$ cat src/rtl/overcooked_pkg.sv
// Shared constants and pot state type for the Overcooked stove/onion logic.
// Both the pot controller and the onion tracker import this.
package overcooked_pkg;
  localparam logic [7:0] KEY_E           = 8'h08;
  localparam logic [7:0] KEY_Q           = 8'h14;
  localparam logic [3:0] TILE_STOVE      = 4'd3;
  localparam logic [2:0] SPRITE_NONE     = 3'd0;
  localparam logic [2:0] SPRITE_ONION    = 3'd3;
  localparam logic [2:0] SPRITE_PLATE    = 3'd4;
  localparam logic [2:0] SPRITE_SOUP     = 3'd5;
  localparam int         DEBOUNCE_FRAMES = 3;

  typedef enum logic [1:0] {EMPTY, COOKING, READY, BURNT} pot_state_t;

  // bit0 = closed to onions, bit1 = soup complete; 2'b10 is never produced
  localparam logic [1:0] POTSTATE_EMPTY   = 2'b00;
  localparam logic [1:0] POTSTATE_COOKING = 2'b01;
  localparam logic [1:0] POTSTATE_DONE    = 2'b11;

  function automatic logic [1:0] pot_state_bits(pot_state_t s);
    case (s)
      COOKING:       return POTSTATE_COOKING;
      READY, BURNT:  return POTSTATE_DONE;
      default:       return POTSTATE_EMPTY;
    endcase
  endfunction
endpackage

$ cat src/rtl/key_debouncer.sv
// Frame-rate key debouncer: E/Q counts as an action only after the key has been
// released for DEBOUNCE_FRAMES frames. Shared by the pot and onion trackers.
module key_debouncer
  import overcooked_pkg::*;
(
  input  logic       clk_i,
  input  logic       rst_i,
  input  logic [7:0] keycode_i,
  output logic       action_o
);
  logic [3:0] cnt_q, cnt_d;
  logic       key_eq;

  assign key_eq   = (keycode_i == KEY_E) || (keycode_i == KEY_Q);
  assign action_o = key_eq && (cnt_q >= 4'(DEBOUNCE_FRAMES));

  always_comb begin
    cnt_d = cnt_q;
    if (!key_eq) begin
      if (cnt_q != 4'hF) cnt_d = cnt_q + 4'd1;
    end else if (action_o) begin
      cnt_d = 4'd0;
    end
  end

  always_ff @(posedge clk_i) begin
    if (rst_i) cnt_q <= 4'd0;
    else       cnt_q <= cnt_d;
  end
endmodule

$ cat src/rtl/pot_controller.sv
// Stove pot: collects chopped onions, cooks, holds the soup until plated or
// burnt, and reports state to the onion tracker. One vsync-rate clock.
module pot_controller
  import overcooked_pkg::*;
#(
  parameter int ONIONS_PER_SOUP = 3,
  parameter int COOK_FRAMES     = 300,
  parameter int BURN_FRAMES     = 600,
  parameter int COUNT_BITS      = 10
) (
  input  logic                  frame_clk,
  input  logic                  Reset,
  input  logic [7:0]            keycode,
  input  logic                  wallFlag,
  input  logic [3:0]            tileType,
  input  logic [2:0]            heldSpriteIndexIn,
  input  logic                  onionChopped,
  output logic [1:0]            potState,
  output logic                  potOnionPresent,
  output logic [1:0]            onionCount,
  output logic [COUNT_BITS-1:0] cookTimer,
  output logic                  potBurnt,
  output logic [2:0]            heldSpriteIndexOut,
  output logic                  heldUpdate
);
  pot_state_t            state_q, state_d;
  logic [1:0]            count_q, count_d;
  logic [COUNT_BITS-1:0] timer_q, timer_d;
  logic                  burnt_q, burnt_d;
  logic [2:0]            held_q, held_d;
  logic                  upd_q, upd_d;
  logic                  action, stove_act;

  key_debouncer u_deb (
    .clk_i    (frame_clk),
    .rst_i    (Reset),
    .keycode_i(keycode),
    .action_o (action)
  );

  // Q still consumes the debounce but only E interacts with the stove
  assign stove_act = action && (keycode == KEY_E) && wallFlag && (tileType == TILE_STOVE);

  always_comb begin
    state_d = state_q;
    count_d = count_q;
    timer_d = timer_q;
    burnt_d = burnt_q;
    held_d  = held_q;
    upd_d   = 1'b0;
    case (state_q)
      EMPTY: begin
        if (stove_act && heldSpriteIndexIn == SPRITE_ONION && onionChopped) begin
          count_d = count_q + 2'd1;
          if (count_d == 2'(ONIONS_PER_SOUP)) begin
            state_d = COOKING;
            timer_d = '0;
          end
        end
      end
      COOKING: begin
        if (timer_q == COUNT_BITS'(COOK_FRAMES - 1)) begin
          state_d = READY;
          timer_d = '0;
        end else begin
          timer_d = timer_q + 1'b1;
        end
      end
      READY: begin
        timer_d = timer_q + 1'b1;
        // pickup wins over burning on the same frame
        if (stove_act && heldSpriteIndexIn == SPRITE_PLATE) begin
          held_d  = SPRITE_SOUP;
          upd_d   = 1'b1;
          state_d = EMPTY;
          count_d = 2'd0;
          timer_d = '0;
        end else if (timer_q == COUNT_BITS'(BURN_FRAMES - 1)) begin
          state_d = BURNT;
          burnt_d = 1'b1;
        end
      end
      BURNT: begin
        if (stove_act && heldSpriteIndexIn == SPRITE_NONE) begin
          state_d = EMPTY;
          count_d = 2'd0;
          timer_d = '0;
          burnt_d = 1'b0;
        end
      end
      default: state_d = EMPTY;
    endcase
  end

  always_ff @(posedge frame_clk) begin
    if (Reset) begin
      state_q <= EMPTY;
      count_q <= 2'd0;
      timer_q <= '0;
      burnt_q <= 1'b0;
      held_q  <= SPRITE_NONE;
      upd_q   <= 1'b0;
    end else begin
      state_q <= state_d;
      count_q <= count_d;
      timer_q <= timer_d;
      burnt_q <= burnt_d;
      held_q  <= held_d;
      upd_q   <= upd_d;
    end
  end

  assign potState           = pot_state_bits(state_q);
  assign potOnionPresent    = (count_q != 2'd0);
  assign onionCount         = count_q;
  assign cookTimer          = timer_q;
  assign potBurnt           = burnt_q;
  assign heldSpriteIndexOut = held_q;
  assign heldUpdate         = upd_q;
endmodule

$ cat config.mk
export PLATFORM = sky130hd
export DESIGN_NAME = pot_controller
export DESIGN_NICKNAME = d
export VERILOG_FILES = /design/src/rtl/overcooked_pkg.sv /design/src/rtl/key_debouncer.sv /design/src/rtl/pot_controller.sv
export SDC_FILE = /design/constraint.sdc
export NUM_CORES = 1
export LEC_CHECK = 0
export ABC_AREA = 1
export BUFFER_PORTS_ARGS = -buffer_cell sky130_fd_sc_hd__buf_2
export CAP_MARGIN = 20
export CELL_PAD_IN_SITES_DETAIL_PLACEMENT = 2
export CELL_PAD_IN_SITES_GLOBAL_PLACEMENT = 2
export CORE_AREA = 2 2 74 76
export CTS_BUF_LIST = sky130_fd_sc_hd__clkbuf_8 sky130_fd_sc_hd__clkbuf_16
export CTS_CLUSTER_DIAMETER = 150
export DETAILED_ROUTE_END_ITERATION = 10
export DIE_AREA = 0 0 76 78
export HOLD_SLACK_MARGIN = 0.03
export PLACE_DENSITY = 0.86
export SLEW_MARGIN = 25
export SYNTH_ARGS = -nofsm -noshare
export SYNTH_HDL_FRONTEND = slang
export SYNTH_HIERARCHICAL = 1
export SYNTH_SLANG_ARGS = --single-unit
$ cat constraint.sdc
create_clock -name frame_clk -period 5.5 [get_ports frame_clk]
set_input_delay 0.55 -clock frame_clk [delete_from_list [all_inputs] [get_ports frame_clk]]
set_output_delay 0.55 -clock frame_clk [all_outputs]
set_load 0.1 [all_outputs]
==> impl_summary.md, run 1 <==
Status
The run finished with clean final reports.

Floorplan
The initial utilization of the core area, before any placement, comes to 0.299. After floorplanning, the core was sized to cover between 5000 and 6000 sq um. The number of rows created at floorplan is 26. The die is 76 um wide.

39 I/O pins were placed. The height of the chip is 78 um. The die covers 5930 sq um.

Logic synthesis
The sequential area share after synthesis is 0.279. The number of nets handed over by synthesis was 257. The gate count of the mapped netlist is around 230.

The synthesized design contains 21 register bits. The area of the mapped netlist is between 1500 and 2000 sq um. After synthesis, the netlist uses 28 different library cells.

The number of enable-type register cells in the synthesized netlist is 0. A synthesized cell averages 6.62 sq um. The share of synthesized registers carrying an async set or reset is 0. The Yosys step of the flow raised 6 warnings.

The most common flop cell mapped by yosys is dfxtp_1.

Critical path
For the worst setup path, the data required time is 4.95 ns. The launching point of the worst reg2reg path is u_deb/cnt_q[0]$_SDFFE_PP0P_. The arrival time at the worst endpoint is 1.73 ns. The worst register-to-register path has a depth of 14. The critical path class is reg2out. The critical path contains buffers and inverters numbering 2 combined. Of all nets on the critical path, the largest fanout is 6. The worst register-to-register path ends at cookTimer[2]$_SDFFE_PP0P_. The category of the worst setup path launch point is a register.

The largest single stage delay on the critical path is 0.44 ns. The family with the most delay on the worst path is flip-flops. The cell depth of the worst setup path is 5. The largest individual stage delay along the critical path comes from the cell dfxtp_1. The worst-case register-to-register setup slack is 3.34 ns.

The signal on the critical path passes through inv_1 > ha_1 > nor2_1 > nor2_1 > buf_2. Counting stages on the worst path, the most repeated cell is nor2_1. The worst setup path is captured at an output pin.

Power and ir drop
The share of total power dissipated in the clock network is 0.361. The logic gate share of total power is 0.100. IR analysis of the VDD net gives a maximum drop of 0.131 mV. The cell leakage power is 0.864 nW.

Power spread over the standard cell area amounts to 161 nW/um^2. Of the total power, registers draw 0.539. Of the total power, the share spent switching nets is 0.254.

For this design the total switching power over the nets is approximately 0.000073 W. The internal portion of the total power is between 0.0002 and 0.00025 W.

GRT
Summed over all layers, the global routing overflow is 0. The via count of the first global-routing pass is 1,663. The first-pass GRT wire length is 7.63 mm. The initial antenna violation count is 0.

The pin count of the biggest net entering global routing is 14. In the global route stage, overall resource usage came out at 0.156.

Job
The reported max-cap violation count is 0.

STA
The final worst hold slack is 0.487 ns. For the pin with the worst max-slew slack, the measured transition is a little over 0.5 ns. The fraction of the cycle the final worst path needs is 0.414. In the post-route analysis, the smallest setup slack over all paths is 3.22 ns. The maximum clock frequency is 439 MHz. Setup violations remaining at the end of the flow were counted as 0. Setup repair after global routing left no endpoint under its margin. The total count of max-transition violations in the final report came to 0. The worst slew margin relative to its limit is 0.662. The clock tree skew after final layout is about 0.0012 ns. The time the worst path needs with I/O delays and setup is 2.28 ns.

The setup TNS after final layout is 0 ns. The number of hold violations in the final report is 0.

Finish
In the final layout, the share of cells above drive strength 1 is 0.238. The finished cells cover 1800 sq um. After the last flow step, the layout net total stands at around 300.

0 antenna diodes ended up in the layout. Summing all multi-input logic gate instances after layout gives between 900 and 1000 sq um. The footprint of the flip-flops and latches is 420 sq um. The final-layout fill cell count is 630.

The utilization after layout is 0.357. In the layout the commonest cells are nand2_1, buf_2, inv_1, nor2_1, dfxtp_1. Leaving out fill and tap cells, the most frequent cell in the layout is nand2_1.

The area growth from synthesis to final layout is 19.2%.

Clocking
In this run, post-CTS repair resized a total of 0 instances. The clock drives 21 sinks. The clock tree from TritonCTS is done.

The clock buffer count from CTS is 3. The level count of the clock H-tree is 1. The number of hold buffers added after CTS is 0.

The clock passes through at most 2 buffers. The clock insertion delay at the later pin of the skew report is 0.26 ns. The buffer count from post-CTS setup fixing is 0. The tree is rooted in a clkbuf_8.

After clock tree synthesis, the clock-pin slew on the worst setup and hold paths is around 0.08 ns.

Placed design
The worst slack at placement is 3.10 ns. Summed over all nets, the half-perimeter wirelength after detailed placement is 3.63 mm. The total of buffers placed on input and output ports is 37. The last weighted congestion value of the routability-driven placer is approximately 0.75. The area of placed instances is 1750 sq um.

Min path
The worst hold path passes through 2 cells. The class of the tightest hold or removal check is reg2reg. The startpoint identified for the worst hold timing path is potBurnt$_SDFFE_PP0P_.

The worst hold path terminates at potBurnt$_SDFFE_PP0P_.

Route
The count of routing violations after the opening detailed-route iteration is 16. The via-per-instance ratio is 4.64. The count of nets left with antenna violations after detail routing is 0.

The number of iterations in the first detailed-routing pass is 4. The count of vias placed by the detailed router is 1,554. In the routed design, unresolved DRC markers number 0. The routed wirelength normalized by instance count is 13.0 um. The total detailed-routing wirelength is around 4.3 mm.
[Yosys cell counts (2+ instances only)]
cell type   n  share of area
nand2_1    54           0.13
inv_1      31          0.077
nor2_1     31          0.077
dfxtp_1    21           0.28
nand3_1    20          0.066
a21oi_1    11          0.036
ha_1       10          0.083
nor3_1      8          0.027
o21ai_0     7          0.023
nand2_4     6          0.045
nand2_2     4          0.017
nand4_1     3          0.012
nor2_2      3          0.012
nor2_4      3          0.022
buf_4       2         0.0099
nand3_2     2          0.013
[layer usage]
metal | track usage | wire length, um
met4 | 0.0236 | 39
met2 | 0.299 | 2270
met5 | 0 | 0
met3 | 0.0302 | 101
met1 | 0.183 | 1930
[sequential cells by signal (all words and copies together) (netlist names)]
signal / flops
u_deb/cnt_q: 4
heldSpriteIndexOut: 1
cookTimer: 10
heldUpdate: 1
onionCount: 2
state_q: 2
potBurnt: 1
[metrics by stage]
stage,power (W),cells
3_3_place_gp,0.000187,331
2_1_floorplan,0.000177,228
3_5_place_dp,0.000189,331
6_report,0.000289,335
4_1_cts,0.000293,335
5_1_grt,0.000302,335
[cells by family after synthesis]
group / Yosys count / synth area share
fa+ha+maj: 10 / 0.0829
xor+xnor: 1 / 0.00581
other cells: 1 / 0.00249
flops: 21 / 0.279
simple gates: 139 / 0.459
compound gates: 21 / 0.0738
buf+inv: 35 / 0.0970
[worst max-delay path by stage]
stage | startpoint | slack [ns] | to
after floorplan | state_q[0]$_SDFFE_PP0P_ | 2.97 | potState[1]
after global placement | keycode[3] | 3.16 | cookTimer[5]$_SDFFE_PP0P_
after detailed placement | keycode[7] | 3.10 | cookTimer[8]$_SDFFE_PP0P_
after CTS | state_q[0]$_SDFFE_PP0P_ | 3.23 | potState[1]
after global routing | u_deb/cnt_q[0]$_SDFFE_PP0P_ | 3.09 | cookTimer[2]$_SDFFE_PP0P_
final | state_q[0]$_SDFFE_PP0P_ | 3.22 | potState[1]
[area by class of cell]
cell class	count	area share
well taps	70	0.0487
multi-input cells	172	0.524
clock inverters	1	0.00278
clock buffers	3	0.0230
flip-flops and latches	21	0.234
repair buffers	37	0.103
inverters	31	0.0647
[worst reg2reg max path: stages, from the launching register on]
cell and delay, ns:
dfxtp_1 0.39, ha_1 0.22, nor2_1 0.07, nand2_1 0.08, nand3_2 0.11, inv_1 0.07
nand3_1 0.11, nor2_4 0.14, nand3_1 0.10, nand2_2 0.14, nand2_4 0.08, nor2_4 0.27
nand3_1 0.12, nand2_1 0.10, nor2_1 0.05
[power by group through the flow]
stage	sequential [W]	combinational, W	clock (W)
detailed placement	0.000159	0.0000292	0
floorplan	0.000159	0.0000183	0
global route	0.000156	0.0000321	0.000114
finish	0.000156	0.0000287	0.000104
global placement	0.000159	0.0000279	0
CTS	0.000156	0.0000294	0.000108
No activity file was read; power rests on OpenSTA's default activity.
==> run 2, diff against run 1 <==
ABC_AREA = 0   (was 1)
CORE_AREA = 2 2 73 75   (was 2 2 74 76)
DIE_AREA = 0 0 75 77   (was 0 0 76 78)
PLACE_DENSITY = 0.79   (was 0.86)
clock period = 2.2 ns   (was 5.5 ns; I/O delays follow)
==> run 2 against run 1 <==
  * The run now ends with negative setup slack left
  * Clock power grew to 2.7 times the previous value
  * Design area rose by 14%
  * Register-to-register slack worse by 3.4 ns
  * Combinational power rose to 25 times the previous value
  * Sequential power rose to 2.8 times the previous value
  * Routed wire length up 32%
  * Global-route usage is 2.2 points higher
  * First-iteration DRC count increased to 7.1 times the previous value
  * Synthesized cell count shrank 24%
  * Synthesized area fell by 8.1%
  * Clock skew up 0.0063 ns
  * Highest routed layer unchanged
==> impl_summary.md, run 2 <==
Power and ir drop
Internal power comes to 0.000784 W. For this design the static power due to leakage is 0.880 nW. Of the total power, combinational logic draws 0.502. Of the total power, the share spent switching nets is 0.448. Of the total power, the clock network draws 0.196. Dividing total power by cell area gives a power density of 693 nW/um^2. The part of the total power dissipated in sequential elements is 0.303. IR analysis of the VDD net gives a maximum drop of 0.298 mV. The switching power is roughly 0.00064 W.

Floorplan
The floorplan step set the die height to 77 um. The number of rows created at floorplan is 26. The region available for standard cell placement spans around 5000 sq um. During I/O placement, the number of pins put on the boundary was 39.

The die width is 75 um. The die covers 5780 sq um. The initial utilization of the core area, before any placement, comes to 0.279.

Finish
In the layout the commonest cells are buf_2, buf_4, nand2_1, nand3_1, nor2_1. The post-layout net count is 270. The final-layout fill cell count is 578. The area growth from synthesis to final layout is 47.7%. 0 antenna diodes ended up in the layout. The most common cell after layout, fill and taps aside is buf_2. The share of layout cells above drive strength 1 is 0.429. The number of flip-flops in the largest register is 10.

Logic synthesis
The fraction of post-synthesis cell area in the top cell type by area is 0.303. The gate count of the mapped netlist is 173. A synthesized cell averages about 8 sq um.

The most common flop cell mapped by yosys is dfxtp_1. Sorting the synthesized cells by area gives the leading types as dfxtp_1, ha_1, nand2_1, nand3_1, a31oi_1. In this run the cell area of the synthesized design comes to 1390 sq um. The count of warnings emitted by yosys is 6. The number of library cell types mapped by synthesis is 42.

The dominant cell type by area after synthesis is dfxtp_1. The most numerous cell in the Yosys netlist is nand2_1. The share of synthesized registers carrying an async set or reset is 0.

Sorting the synthesized cells by how often they occur yields nand2_1, dfxtp_1, nand3_1. Synthesis inferred 21 register bits. The sequential area share after synthesis is 0.303.

The number of enable-type register cells in the synthesized netlist is 0. The number of nets produced by synthesis is approximately 200.

Clocking
TritonCTS built the clock tree. Counting every sink on the clock net gives 21. The maximum number of buffers from clock root to sink is 2. For this design, the CTS-stage hold fixing added 0 buffers. In this run, CTS created clock tree buffers numbering 3.

The CTS root buffer is clkbuf_8. The clock-pin slew on the worst setup and hold paths is about 0.090 ns. CTS built an H-tree with a depth of 1.

The clock insertion delay at the later pin of the skew report is around 0.27 ns.

GRT
The pin count of the biggest net entering global routing is 21. The initial antenna violation count is 0. The via count of the first global-routing pass came to between 1,500 and 2,000. For this run the aggregate overflow at the end of global routing stands at 0. The first global-routing pass estimated roughly 8.1 mm of wire.

For this run, the total global-route usage over all layers was measured as 0.178.

Status
The run finished, with violations left. The checks that failed: negative setup slack.

Critical path
The required time of the worst setup path is 2.41 ns. For the worst setup path, the data arrival time is 2.50 ns. STA classifies the critical path endpoint as a register. Of all nets on the critical path, the largest fanout is 2. The category of the worst setup path launch point is a register. On the worst path, the slowest cell contributes a delay of 0.41 ns. The beginning of the critical path is u_deb/cnt_q[1]$_SDFFE_PP0P_. The critical path class is reg2reg.

The critical path goes through ha_4 > nor3_2 > nor2_1 > and4bb_2 > buf_6 > nand4_1 > buf_4 > o21ai_1 > nand4b_1 > or3_1 > a21oi_2. The master of the slowest instance on the critical path is or3_1. The worst-case register-to-register setup slack is -0.09 ns. The launching point of the worst reg2reg path is u_deb/cnt_q[1]$_SDFFE_PP0P_.

STA
The worst path in the final design needs a cycle of 2.29 ns, including I/O delays and setup. The number of hold violations in the final report is 0. The fraction of the cycle the final worst path needs is 1.04. The slack of the critical path is -0.0851 ns. Timing would allow up to 438 MHz.

The setup TNS after final layout is -0.314 ns. The setup violation total in the final timing report is 7. Between clock sinks in the finished design, the worst skew comes to 0.00750 ns. The total count of max-transition violations in the final report came to 0. The final worst hold slack is 0.369 ns. Setup repair after global routing could not meet its margin everywhere.

Route
The routed wirelength normalized by instance count is ~19 um. After the first detailed-routing iteration, the DRC count stood at 114. The via-per-instance ratio is between 5 and 6. The count of nets left with antenna violations after detail routing is 0. After detailed routing, the number of remaining DRC violations is 0. The count of vias placed by the detailed router is 1,601. Wires add up to 5.75 mm. The number of iterations in the first detailed-routing pass is 4.

Min path
In this run the most critical hold path is launched from Reset. The class of the tightest hold or removal check is in2reg.

Job
The reported max-cap violation count is 0.

Placed design
The last weighted congestion value of the routability-driven placer is 0.709. The half-perimeter wire length after placement is 3.53 mm. The total of buffers placed on input and output ports is 37.
-- run 2: cell types whose count changed in the layout (fill, tap and decap cells not counted), moves of 6 or more --
| cell | delta |
|---|---|
| nand2_1 | -35 |
| buf_4 | +26 |
| inv_1 | -20 |
| nor2_1 | -18 |
| dfxtp_1 | -10 |
| a31oi_1 | +9 |
| dfxtp_2 | +8 |
| nand3b_1 | +7 |
| nand3_1 | -6 |
| nand4b_1 | +6 |
| o21ai_0 | -6 |
-- run 2: cell type report --
| class | count | area [sq um] | area share |
|---|---|---|---|
| multi-input combinational | 135 | 978 | 0.478 |
| timing repair buffer | 69 | 457 | 0.223 |
| sequential | 21 | 438 | 0.214 |
| tap | 70 | 87.6 | 0.0428 |
| clock buffer | 3 | 41.3 | 0.0202 |
| inverter | 11 | 41.3 | 0.0202 |
| clock inverter | 1 | 5.00 | 0.00244 |
-- run 2: path summary, 6_finish.rpt --
path                                endpoint  cells past startpoint
setup / recovery  onionCount[0]$_SDFFE_PP0P_                     11
hold / removal    onionCount[0]$_SDFFE_PP0P_                      2
setup reg to reg  onionCount[0]$_SDFFE_PP0P_                     11
hold reg to reg        potBurnt$_SDFFE_PP0P_                      2
-- run 2: per-stage QoR --
stage / total power [W] / worst slack (ns) / cells / utilization / cell area (sq um)
floorplan: 0.000831 / 0.0129 / 173 / - / 1410
global placement: 0.000994 / -0.100 / 294 / 0.361 / 1800
detailed placement: 0.00102 / -0.209 / 294 / 0.361 / 1800
CTS: 0.00134 / -0.0375 / 301 / 0.383 / 1910
global route: 0.00149 / -0.259 / 310 / 0.412 / 2050
finish: 0.00142 / -0.0851 / 310 / 0.412 / 2050
-- run 2: per-layer routing --
metal | vias up | global-route usage | part of all wire
met5 | - | 0 | 0
met2 | 37 | 0.299 | 0.53
met1 | 799 | 0.238 | 0.43
met4 | 0 | 0.0411 | 0.013
li1 | 761 | - | -
met3 | 4 | 0.0210 | 0.025
-- run 2: power by group through the flow --
| stage | clock, W | sequential, W | combinational, W |
|---|---|---|---|
| 3_3_place_gp | 0 | 0.000435 | 0.000559 |
| 3_5_place_dp | 0 | 0.000436 | 0.000580 |
| 2_1_floorplan | 0 | 0.000521 | 0.000310 |
| 5_1_grt | 0.000295 | 0.000435 | 0.000758 |
| 6_report | 0.000278 | 0.000430 | 0.000712 |
| 4_1_cts | 0.000286 | 0.000430 | 0.000628 |
-- run 2: critical path, delay by kind of cell (launching register included) --
kind,cells,cell delay [ns]
adders and majority gates,1,0.15
DFF,1,0.37
buffers and inverters,2,0.29
AOI/OAI and AO/OA,2,0.26
and+or+nand+nor,6,1.15
-- run 2: timing repair --
action                                  CTS  global route
pin swaps                                10             9
resized for setup                        10            18
endpoints found under the setup margin   12            14
gates cloned                              0             1
buffers inserted                          3             8
-- run 2: cell families (layout without fill, tap and decap cells) --
logic type	Yosys count	after routing	synth area share
mux	1	1	0.00812
compound gates	32	32	0.171
flops	21	21	0.303
buf+inv	17	84	0.0532
other cells	1	1	0.00270
simple gates	91	91	0.372
fa+ha+maj	10	10	0.0903
==> run 3, diff against run 2 <==
SETUP_SLACK_MARGIN = 0.05   (was default)
clock period = 2.3 ns   (was 2.2 ns; I/O delays follow)
==> run 3 against run 2 <==
  * The flow now finishes without violations
  * Register-to-register slack improved by 0.16 ns
  * Setup slack improved by 0.16 ns
  * Flip-flop and latch count did not move
  * Largest cell class unchanged
  * Largest power group unchanged
  * Hold slack improved by 0.035 ns
==> impl_summary.md, run 3 (synthesized netlist as in run 2, its figures left out) <==
STA
Setup violations remaining at the end of the flow were counted as 0. Derived from the worst setup path, the maximum achievable clock frequency is 449 MHz. Setup repair after global routing could not meet its margin everywhere. The fraction of the cycle the final worst path needs is 0.968. The time the worst path needs with I/O delays and setup is 2.23 ns. The total count of max-transition violations in the final report is 0.

The clock tree skew after final layout is roughly 0.0016 ns. The number of hold violations in the final report is 0.

Clocking
The number of hold buffers added after CTS is 0. TritonCTS built the clock tree. The maximum number of buffers from clock root to sink is 2.

The clock buffer count from CTS is 3. The count of clock tree sinks is 21. The level count of the clock H-tree is 1.

The root buffer cell chosen for the clock tree is clkbuf_8. For the worst-skew pair, the clock arrives at the later sink with an insertion delay of 0.27 ns. The clock-pin slew on the worst setup and hold paths is 0.09 ns.

Power and ir drop
Power spread over the standard cell area amounts to 665 nW/um^2. The worst-case IR drop observed on VDD is ~0.22 mV. The analysis attributes to cell leakage a power of slightly above 0.8 nW.

Power comes to 0.00126 W.

Finish
Of the cells placed in the final design, the portion with a size suffix greater than 1 is 0.381. The most common cell after layout, fill and taps aside is buf_2. Across the whole layout, storage elements account for ~440 sq um.

The utilization after layout is 0.381. The cell area after layout is ~1900 sq um. The library cells used most frequently in the layout, excluding fill and tap cells, are buf_2, nand2_1, buf_4, nand3_1, nor2_1. The area growth from synthesis to final layout is 36.7%.

The number of antenna cells inserted is 0. The post-layout net count is 256. The final-layout fill cell count is 592. Summing all multi-input logic gate instances after layout gives ~970 sq um. The register with the most flip-flops in the layout has 10 of them.

GRT
The total routing usage reported by global routing is 0.171. Entering global routing, the biggest net connects 21 pins. The global-route congestion overflow total is 0. The first-pass GRT wire length is between 7 and 8 mm. The initial antenna violation count is 0. The via count of the first global-routing pass is 1,587.

Critical path
The arrival time at the worst endpoint is 2.43 ns. The critical path class is reg2reg. The element type at the critical path end is a register. For the worst setup path, the data required time is 2.50 ns.

Of all nets on the critical path, the largest fanout is 3. The worst setup path is launched from a register.

Min path
The min-delay analysis places its worst path in the category in2reg.

Route
The detail route stage leaves a number of antenna-violating nets equal to 0. The detailed router placed ~1,500 vias in this run. The number of iterations in the first detailed-routing pass is 4.

The residual DRC count is 0. After detailed routing, the average wire length per cell comes to between 15 and 20 um. The via-per-instance ratio is 5.11.

The first routing iteration left 32 violations. Wires add up to 4.76 mm.

Placed design
The last weighted congestion value of the routability-driven placer is 0.743. Input and output buffers added on the ports amount to 37. The HPWL after detailed placement is 3.45 mm. Summing all placed instances gives a cell area of roughly 1700 sq um.

Floorplan
The die covers approximately 5800 sq um. The die width is 75 um. The core region is 4980 sq um.

The count of boundary I/O pins is 39. After floorplanning, the core was divided into 26 placement rows. For this configuration, the core starts out at a cell density of 0.279. The height of the chip is 77 um.

Status
The run finished with clean final reports.

Job
The reported max-cap violation count is 0.
-- run 3: path summary, 6_finish.rpt --
| kind | startpoint | endpoint | slack, ns | depth (start not counted) |
|---|---|---|---|---|
| worst max-delay path | u_deb/cnt_q[1]$_SDFFE_PP0P_ | state_q[1]$_SDFFE_PP0P_ | 0.07 | 9 |
| worst min-delay path | Reset | cookTimer[0]$_SDFFE_PP0P_ | 0.40 | 2 |
| worst max register to register | u_deb/cnt_q[1]$_SDFFE_PP0P_ | state_q[1]$_SDFFE_PP0P_ | 0.07 | 9 |
| worst min register to register | potBurnt$_SDFFE_PP0P_ | potBurnt$_SDFFE_PP0P_ | 0.48 | 2 |
-- run 3: power by group --
part / internal, W / total [W] / leakage, nW / switching (W)
Clock: 0.000120 / 0.000259 / 0.0269 / 0.000140
Combinational: 0.000186 / 0.000587 / 0.611 / 0.000401
Sequential: 0.000388 / 0.000414 / 0.175 / 0.0000264
-- run 3: area by class of cell --
class                           instances  area share
Sequential cell                        21       0.230
Inverter                               11      0.0218
Clock buffer                            3      0.0218
Multi-Input combinational cell        135       0.510
Tap cell                               70      0.0462
Timing Repair Buffer                   55       0.169
Clock inverter                          1     0.00198
-- run 3: through the flow --
step | setup WS, ns | TNS [ns] | hold slack (ns) | std cells
6_report | 0.0725 | 0 | 0.404 | 296
5_1_grt | -0.0385 | -0.0385 | 0.438 | 296
4_1_cts | 0.0611 | 0 | 0.392 | 294
3_5_place_dp | -0.0935 | -0.580 | 0.470 | 288
3_3_place_gp | 0.0615 | 0 | 0.455 | 288
2_1_floorplan | 0.0487 | 0 | 0.299 | 173
-- run 3: timing repair --
item	4_1_cts	5_1_grt
pin swaps	4	4
setup buffers	2	2
gates resized for setup	7	12
endpoints found under the setup margin	12	14
-- run 3: layer usage --
metal,global-route usage,vias to the layer above,wire [um]
met5,0,-,0
met4,0.0500,0,43
met3,0.0276,4,186
met2,0.302,31,2470
met1,0.206,744,2060
li1,-,733,-
-- run 3: critical path, stage by stage, from the launching register on --
cell	delay [ns]
dfxtp_4	0.38
ha_4	0.15
nor3_4	0.04
nor2_1	0.08
and4bb_1	0.26
nand3_2	0.15
o41ai_4	0.38
o2111ai_2	0.21
or3_4	0.36
a21oi_2	0.15
